## config.mk

```make
export PLATFORM = sky130hd
export DESIGN_NAME = add_arbiter
export DESIGN_NICKNAME = d
export VERILOG_FILES = /design/src/rtl/add_arbiter.sv
export SDC_FILE = /design/constraint.sdc
export NUM_CORES = 1
export LEC_CHECK = 0
export BUFFER_PORTS_ARGS = -buffer_cell sky130_fd_sc_hd__buf_2
export CAP_MARGIN = 20
export CORE_MARGIN = 1
export CORE_UTILIZATION = 48
export CTS_CLUSTER_SIZE = 28
export DETAILED_ROUTE_END_ITERATION = 10
export PLACE_DENSITY = 0.87
export REMOVE_ABC_BUFFERS = 1
export SLEW_MARGIN = 20
export SYNTH_ARGS = -nofsm -noshare
export SYNTH_HDL_FRONTEND = slang
export SYNTH_SLANG_ARGS = --single-unit
```

## constraint.sdc

```tcl
create_clock -name clk -period 3.9 [get_ports clk]
set_clock_uncertainty 0.2 [all_clocks]
set_input_delay 0.585 -clock clk [delete_from_list [all_inputs] [get_ports clk]]
set_output_delay 0.585 -clock clk [all_outputs]
set_load 0.01 [all_outputs]
```

## src/rtl/add_arbiter.sv

```systemverilog
// add_arbiter: two-requester round-robin front end for one shared signed adder.
// A single-entry output register holds the (n+1)-bit sum tagged with the
// winning requester's ID. The register may drain and accept in the same cycle.
module add_arbiter #(
  parameter int n = 4
) (
  input  logic                clk,
  input  logic                rst,
  input  logic                req0_valid,
  input  logic signed [n-1:0] req0_x,
  input  logic signed [n-1:0] req0_y,
  output logic                req0_ready,
  input  logic                req1_valid,
  input  logic signed [n-1:0] req1_x,
  input  logic signed [n-1:0] req1_y,
  output logic                req1_ready,
  output logic                res_valid,
  output logic                res_id,
  output logic signed [n:0]   res_s,
  input  logic                res_ready
);

  typedef enum logic {EMPTY = 1'b0, FULL = 1'b1} state_t;

  state_t              state_q, state_d;
  logic                ptr_q, ptr_d;
  logic                res_id_q, res_id_d;
  logic signed [n:0]   res_s_q, res_s_d;

  logic                avail;
  logic                win;
  logic                xfer;
  logic signed [n-1:0] op_x, op_y;
  logic signed [n:0]   sum;

  // Full-precision signed add. Sign-extending to n+1 bits means the sum cannot overflow.
  function automatic logic signed [n:0] add_sext(input logic signed [n-1:0] a,
                                                 input logic signed [n-1:0] b);
    logic signed [n:0] ae, be;
    ae = {a[n-1], a};
    be = {b[n-1], b};
    return ae + be;
  endfunction

  // Grant, handshake and operand mux. The readies are forced low while reset is
  // asserted, so a handshake cannot complete during reset.
  always_comb begin
    avail      = (state_q == EMPTY) | res_ready;
    win        = req1_valid & (~req0_valid | ptr_q);
    req0_ready = ~rst & avail & req0_valid & ~win;
    req1_ready = ~rst & avail & win;
    xfer       = req0_ready | req1_ready;
    op_x       = win ? req1_x : req0_x;
    op_y       = win ? req1_y : req0_y;
    sum        = add_sext(op_x, op_y);
  end

  // Next state: load on transfer and hand priority to the loser. Otherwise clear
  // res_valid when the result drains. The held data and ptr do not change otherwise.
  always_comb begin
    state_d  = state_q;
    ptr_d    = ptr_q;
    res_id_d = res_id_q;
    res_s_d  = res_s_q;
    if (xfer) begin
      state_d  = FULL;
      res_s_d  = sum;
      res_id_d = win;
      ptr_d    = ~win;
    end else if ((state_q == FULL) && res_ready) begin
      state_d = EMPTY;
    end
  end

  // State and output register with asynchronous reset.
  always_ff @(posedge clk or posedge rst) begin
    if (rst) begin
      state_q  <= EMPTY;
      ptr_q    <= 1'b0;
      res_id_q <= 1'b0;
      res_s_q  <= '0;
    end else begin
      state_q  <= state_d;
      ptr_q    <= ptr_d;
      res_id_q <= res_id_d;
      res_s_q  <= res_s_d;
    end
  end

  assign res_valid = (state_q == FULL);
  assign res_id    = res_id_q;
  assign res_s     = res_s_q;

endmodule
```

After elaboration in Yosys (flattened, before gate mapping):

Index checks and enable logic that the tools add are counted.

* bits of input ports: 21
* bits in latches: 0
* register bits: 8
* output and inout port bits: 9
* RAM bits: 0
* memory bits (read-only): 0
* word-level logic and storage cells: 23
* memories: 0

* order comparisons: 0
* multiplexer cells: 4
* reductions and logical operators: 2
* div/mod/pow operators: 0
* equal/unequal tests: 0
* $add $sub $neg: 1
* shift-type cells: 0
* bitwise gates (word level): 12
* multiply operators: 0

Operators by type and width (number)
* 4-bit 2-to-1 mux: 2
* 4-bit by 4-bit adder with 5-bit output: 1
* 1-bit bitwise AND: 5
* 1-bit NOT: 4
* 1-bit bitwise OR: 3
* 1-bit 2-to-1 mux: 2
* 2-bit nonzero test: 1
* 1-bit logical AND: 1

Logic depth before layout (Yosys ltp):

Gate-level depths: netlist of the first run.

* depth after elaboration: 7
* depth in mapped cells: 10
* depth with buffers taken out: 9

Worst setup path before layout of the first run:

No wires, ideal clock.

* path kind: input to register
* start point: input req0_valid
* end point: register res_s_q[4] (netlist: res_s[4])
* buffers on the path: 1
* data required time: 3.572 ns
* arrival: 2.123 ns
* library setup time: 0.128 ns
* setup slack: 1.450 ns
* stages on the path: 10
* cells stage by stage: inv_2 -> o21ai_4 -> buf_8 -> mux2_4 -> ha_1 -> inv_1 -> fa_1 -> nor2b_1 -> o31ai_1 -> mux2_1

* word-level cells in the longest chain between the ends: 6
* elaborated cells between the ends (all ways): 11
* those cells by class: add/sub (1); mux (2); bitwise (8)

RTL lines
* from (decl): RTL line 9 `input logic req0_valid,`
* branches (longest 6 deep; another with 4-bit by 4-bit adder with 5-bit output)
* to (signal assigned): RTL line 86 `res_s_q <= res_s_d;`
* to (decl): RTL line 28 `logic signed [n:0] res_s_q, res_s_d;`

Parallel ways; which one is timed is not known.
A chain may end at the register's enable or synchronous reset.

Worst setup path in the final report of the first run:

Same ends and word-level chain as after synthesis.

==> flow_summary.toml, run 1 <==
[run_status]
status = "completed"

[route]
drtPass1Iterations = 4
detail_route.vias_per_cell = 5.62
antenna_left = 0
dr_total_vias = 573
avgRoutedWirePerCell_um = 14.1
drt_first_iter_violations = 16
post-route-drc-count = 0
detail_route.wirelength_um = 1440

[cts]
tritoncts = "yes"
cts.sink_count = 8
cts.repair_timing.setup_buffer_count = 0
clock_network_latency_to_the_later_pin_of_the_worst_skew_pair_ns = 0.26
cts_buffer_depth = 2
ctsHoldBuffers = 0
cts.root.buffer_cell = "sky130_fd_sc_hd__clkbuf_4"
cts_resized = 0
cts.reportedPaths.clkPinSlew_ns = 0.06
cts_buffers = 3
htreeDepth = 1

[floorplan]
die_width_um = 39.1
initial_core_util_pct = 55.6
rows = 12
design.die.area_sq_um = 1530
ports = 30
die_h_um = 39.1
core_region_area_sq_um = 1190

[layout]
layout-area-overhead-vs-synth_pct = 25.8
drive_gt1_share_pct = 54.5
num_antenna_cells = 0
design.final.nets = 116
finalCoreUtilization_pct = 69.9
final_cell_area_sq_um = 830
final.fill_count = 89

[sta]
totalNegativeSetupSlack_ns = 0
final_critical_path_setup_slack_ns = 1.25
finalHoldViolCount = 0
fin_crit_ns = 2.65
slew_headroom_pct = 68.0
final-setup-viol-count = 0
worst-slew-pin-transition_ns = 0.478
rsz_0062_raised_after_global_routing = "no"
fin_crit_sh_pct = 68.0
fmax_mhz = 377
final_max_slew_viol_count = 0

[synthesis]
yosys_register_bits = 8
synth.top_cells.by_count = "sky130_fd_sc_hd__dfrtp_1, sky130_fd_sc_hd__mux2_2, sky130_fd_sc_hd__mux2_4"
synth_area_leaders = "sky130_fd_sc_hd__dfrtp_1, sky130_fd_sc_hd__mux2_4, sky130_fd_sc_hd__mux2_2, sky130_fd_sc_hd__ha_1, sky130_fd_sc_hd__mux2i_1"
synth_flop_cell = "sky130_fd_sc_hd__dfrtp_1"
synthArstFlopShare_pct = 100
post_synth.cell_area_avg_sq_um = 11.6
netlist-cell-type-count = 29
synth.most_common_cell = "sky130_fd_sc_hd__dfrtp_1"
synth_seq_area_share_pct = 30.4
number_of_synthesized_flops_with_an_enable_pin = 0
synth_largest_area_cell = "sky130_fd_sc_hd__dfrtp_1"
ys_warn_count = 0
area_share_of_the_largest_cell_type_after_synthesis_pct = 30.4
synthesis.instances = 57
mappedNetlistArea_sq_um = 659

[power]
p_sw_share_pct = 34.6
sequentialPowerShare_pct = 37.0
p_total_mw = 0.338
worst_ir_drop_vdd_mv = 0.226
p_int_mw = 0.221
power.switching_mw = 0.117
power_density_nw_per_um2 = 408
clock_network_fraction_of_total_power_pct = 19.1
power.share.combinational_pct = 43.9
leakage_nw = 0.431

[critical_path]
crit_required_ns = 3.83
critical_path.n_buffers_inverters = 3
worst_path_cell_with_the_longest_stage_delay = "sky130_fd_sc_hd__fa_1"
critical_path_start_end_classification = "in -> reg"
cp_cell_sequence = "buf_2 -> inv_2 -> o21ai_4 -> mux2_4 -> ha_1 -> inv_1 -> fa_1 -> nor2b_1 -> o31ai_1 -> mux2_1"
slowest_delay_ns = 0.41
critPathTopFamily = "adder cells"
setup.worst_path.start_class = "input port"
worstPathMaxFanout = 13
setup.worst_path.end_class = "flop"
critical_path_arrival_ns = 2.59

[placed_design]
gpl_congestion = 0.818
io_buffer_count = 29
pre_cts_ws_ns = 0.997
dp_hpwl_um = 1190
post_dp_cell_area_sq_um = 807

[grt]
total_routing_usage_reported_by_global_routing_pct = 21.1
first_global_vias = 526
grt_max_degree = 14
grt_first_pass_wirelength_um = 2110
initial_antenna_violation_count = 0
grt-ovfl-total = 0

[job]
cap_violations = 0

[worst_hold_path]
hold_path_class = "in -> async"
## layout by cell type, fill, tap and decap left out, types with 2 or more instances in the layout
| master | count |
|---|---|
| sky130_fd_sc_hd__buf_2 | 29 |
| sky130_fd_sc_hd__dfrtp_1 | 8 |
| sky130_fd_sc_hd__mux2_2 | 5 |
| sky130_fd_sc_hd__mux2_4 | 5 |
| sky130_fd_sc_hd__ha_1 | 4 |
| sky130_fd_sc_hd__o31ai_1 | 3 |
| sky130_fd_sc_hd__inv_1 | 3 |
| sky130_fd_sc_hd__mux2i_1 | 3 |
| sky130_fd_sc_hd__clkbuf_4 | 3 |
| sky130_fd_sc_hd__nand2b_1 | 2 |
| sky130_fd_sc_hd__nor2_1 | 2 |
| sky130_fd_sc_hd__a31oi_1 | 2 |
| sky130_fd_sc_hd__o21ai_0 | 2 |
## area by class of cell
cell class	instances	area, sq um	share of cell area [%]
Multi-Input combinational cell	44	429	51.7
Timing Repair Buffer	29	145	17.5
Clock buffer	3	22.5	2.71
Sequential cell	8	200	24.1
Inverter	4	15.0	1.81
Tap cell	14	17.5	2.11
## registers in the layout (all words and copies together), names as in the netlist
register   cells
res_id         1
res_valid      1
res_s          5
ptr_q          1
## metrics by stage
step,hold WS (ns),cells
2_1_floorplan,0.217,56
3_3_place_gp,0.270,99
3_5_place_dp,0.288,99
4_1_cts,0.159,102
5_1_grt,0.174,102
6_report,0.148,102
## worst paths after layout
kind                                      start               endpoint  slack, ns  cells past startpoint
max                                  req0_valid   res_s[4]$_DFFE_PP0P_       1.25                     10
min                                         rst   res_s[3]$_DFFE_PP0P_       0.15                      2
max reg2reg                   ptr_q$_DFFE_PP0P_   res_s[4]$_DFFE_PP0P_       1.31                      8
min reg2reg                res_s[3]$_DFFE_PP0P_   res_s[3]$_DFFE_PP0P_       0.30                      2
max in group asynchronous                   rst  res_valid$_DFFE_PP0P_       3.09                      2
min in group clk           res_s[3]$_DFFE_PP0P_   res_s[3]$_DFFE_PP0P_       0.30                      2
## logic make-up after synthesis
family | after synthesis | share of synthesized area, %
mux | 14 | 26.2
buf+inv | 5 | 4.55
xor+xnor | 1 | 1.33
simple gates | 13 | 14.4
compound gates | 11 | 12.5
fa+ha+maj | 5 | 10.6
flops | 8 | 30.4
## power by group through the flow
stage	Combinational [mW]	Clock, mW	Sequential (mW)
finish	0.149	0.0647	0.125
global route	0.164	0.0699	0.128
CTS	0.150	0.0642	0.124
detailed placement	0.150	0	0.126
global placement	0.142	0	0.124
floorplan	0.0835	0	0.136
## metal layers
metal / GRT usage, % / wire [um] / vias up
met5: 0 / 0 / -
met1: 20.7 / 543 / 266
met2: 38.8 / 777 / 28
met4: 11.2 / 38 / 0
met3: 6.36 / 76 / 6
li1: - / - / 273
Note: power is estimated with default switching activity, not from simulation.
==> run 2, diff against run 1 <==
- CORE_UTILIZATION: 48 -> 40
- PLACE_DENSITY: 0.87 -> 0.78
- clock period: 3.9 -> 2.2 ns (I/O delays scaled with it)
==> run 2 against run 1 <==
The run now ends with negative setup slack left. Via count increased by 8.2%. Total power is 110% higher. Die area is 19% higher. Cell count is 13% higher. Clock-buffer cell count unchanged. Critical path type is now reg -> reg.
==> flow_summary.toml, run 2 (synthesis gave the netlist of run 1 again) <==
[run_status]
status = "finished, violations left"
failed_checks = "negative setup slack"

[sta]
fin_crit_sh_pct = 102
final_max_slew_viol_count = 0
fin_crit_ns = 2.25
slew_headroom_pct = 79.1
final_critical_path_setup_slack_ns = -0.0499
finalHoldViolCount = 0
final-setup-viol-count = 2
totalNegativeSetupSlack_ns = -0.0796
worst-slew-pin-transition_ns = 0.310
rsz_0062_raised_after_global_routing = "yes"
fmax_mhz = 444

[route]
dr_total_vias = 620
antenna_left = 0
post-route-drc-count = 0
drtPass1Iterations = 4
drt_first_iter_violations = 13
detail_route.wirelength_um = 1680
avgRoutedWirePerCell_um = 14.6
detail_route.vias_per_cell = 5.39

[layout]
final-instance-count-excl-fill = 115
final.fill_count = 114
finalCoreUtilization_pct = 67.2
num_antenna_cells = 0
drive_gt1_share_pct = 70.7
most_common_cell_after_layout_fill_and_taps_aside = "sky130_fd_sc_hd__buf_2"
mostFrequentLayoutCells = "sky130_fd_sc_hd__buf_2, sky130_fd_sc_hd__mux2_4, sky130_fd_sc_hd__dfrtp_1, sky130_fd_sc_hd__buf_4, sky130_fd_sc_hd__ha_4"
max_ffs_per_register = 5
design.final.nets = 127
layout-area-overhead-vs-synth_pct = 55.4

[critical_path]
worst_r2r_startpoint = "ptr_q$_DFFE_PP0P_"
critical_path_start_end_classification = "reg -> reg"
critical_path_arrival_ns = 2.21
regToRegEndpoint = "res_s[3]$_DFFE_PP0P_"
setup.worst_path.end_class = "flop"
crit_required_ns = 2.16
setup_slack_reg_to_reg_ns = -0.05
timing.reg2reg.worst_path_depth = 8
worstPathMaxFanout = 7
setup.worst_path.start_class = "flop"

[grt]
grt_max_degree = 10
grt-ovfl-total = 0
first_global_vias = 592
grt_use_met2_pct = 33.5
use_met3_pct = 2.59
globalRoute.busiestLayer = "met2"
initial_antenna_violation_count = 0
total_routing_usage_reported_by_global_routing_pct = 19.4
grt.met1_usage_pct = 22.7
grt_first_pass_wirelength_um = 2570

[power]
power_density_nw_per_um2 = 686
worst_ir_drop_vdd_mv = 0.354
p_total_mw = 0.703
leakage_nw = 0.510

[worst_hold_path]
worstHoldStart = "req1_valid"
min_delay_path_depth = 3
hold_path_class = "in -> reg"
hold_path_end = "ptr_q$_DFFE_PP0P_"

[floorplan]
design.die.area_sq_um = 1810
ports = 30
die_width_um = 42.6
initial_core_util_pct = 43.3
rows = 14
core_region_area_sq_um = 1520
die_h_um = 42.6

[cts]
tritoncts = "yes"
cts_buffer_depth = 2
cts.root.buffer_cell = "sky130_fd_sc_hd__clkbuf_4"
clock_network_latency_to_the_later_pin_of_the_worst_skew_pair_ns = 0.26
cts.reportedPaths.clkPinSlew_ns = 0.06
cts.sink_count = 8
cts_buffers = 3
htreeDepth = 1

[placed_design]
post-place-cells = 108
io_buffer_count = 29
dp_hpwl_um = 1160
gpl_congestion = 0.734

[job]
cap_violations = 0
## run 2: cell count changes in the layout (fill, tap and decap cells not counted), sizes merged
cell         before  now
dlygate4sd3       0    1
buf              29   39
## run 2: routing by layer
layer	wire length (um)	part of all wire [%]
met3	65	3.9
met1	692	41
met2	882	53
met5	0	0
met4	38	2.3
## run 2: final cells by class
type	instances	area, sq um	share of cell area (%)
Clock buffer	3	22.5	2.20
Multi-Input combinational cell	44	517	50.4
Timing Repair Buffer	40	250	24.4
Sequential cell	8	200	19.5
Tap cell	16	20.0	1.95
Inverter	4	15.0	1.47
## run 2: power by group
group          total [mW]  switching (mW)  internal (mW)
logic               0.365           0.161          0.204
clock network       0.119          0.0561         0.0629
registers           0.220          0.0265          0.193
## run 2: worst max path at each step
| stage | from | endpoint | slack, ns | depth (start not counted) |
|---|---|---|---|---|
| 6_report | ptr_q$_DFFE_PP0P_ | res_s[3]$_DFFE_PP0P_ | -0.05 | 8 |
| 5_1_grt | ptr_q$_DFFE_PP0P_ | res_s[4]$_DFFE_PP0P_ | -0.1 | 9 |
| 4_1_cts | ptr_q$_DFFE_PP0P_ | res_s[4]$_DFFE_PP0P_ | -0.01 | 9 |
| 3_5_place_dp | req0_valid | res_s[4]$_DFFE_PP0P_ | -0.20 | 10 |
| 3_3_place_gp | req0_valid | res_s[4]$_DFFE_PP0P_ | -0.17 | 10 |
| 2_1_floorplan | ptr_q$_DFFE_PP0P_ | res_s[4]$_DFFE_PP0P_ | -0.15 | 8 |
## run 2: critical path, cell delays in order, from the launching register on
cell,delay [ns]
sky130_fd_sc_hd__dfrtp_1,0.41
sky130_fd_sc_hd__o21ai_4,0.15
sky130_fd_sc_hd__buf_12,0.14
sky130_fd_sc_hd__buf_6,0.12
sky130_fd_sc_hd__mux2_4,0.31
sky130_fd_sc_hd__ha_4,0.27
sky130_fd_sc_hd__nand3_2,0.08
sky130_fd_sc_hd__and3b_1,0.18
sky130_fd_sc_hd__o41ai_2,0.28
## run 2: per-stage QoR
step,area (sq um),setup WS [ns],hold WS [ns]
after global routing,1020,-0.0966,0.222
after floorplan,644,-0.145,-0.0378
after global placement,862,-0.174,0.188
after detailed placement,862,-0.200,0.196
final,1020,-0.0499,0.207
after CTS,1000,-0.0138,0.208
## run 2: what timing repair did
| item | CTS | global route |
|---|---|---|
| endpoints found under the hold margin | 8 | 0 |
| endpoints found under the setup margin | 4 | 3 |
| setup buffers | 3 | 0 |
| pin swaps | 5 | 1 |
| resized for setup | 14 | 3 |
| hold buffers | 1 | 0 |
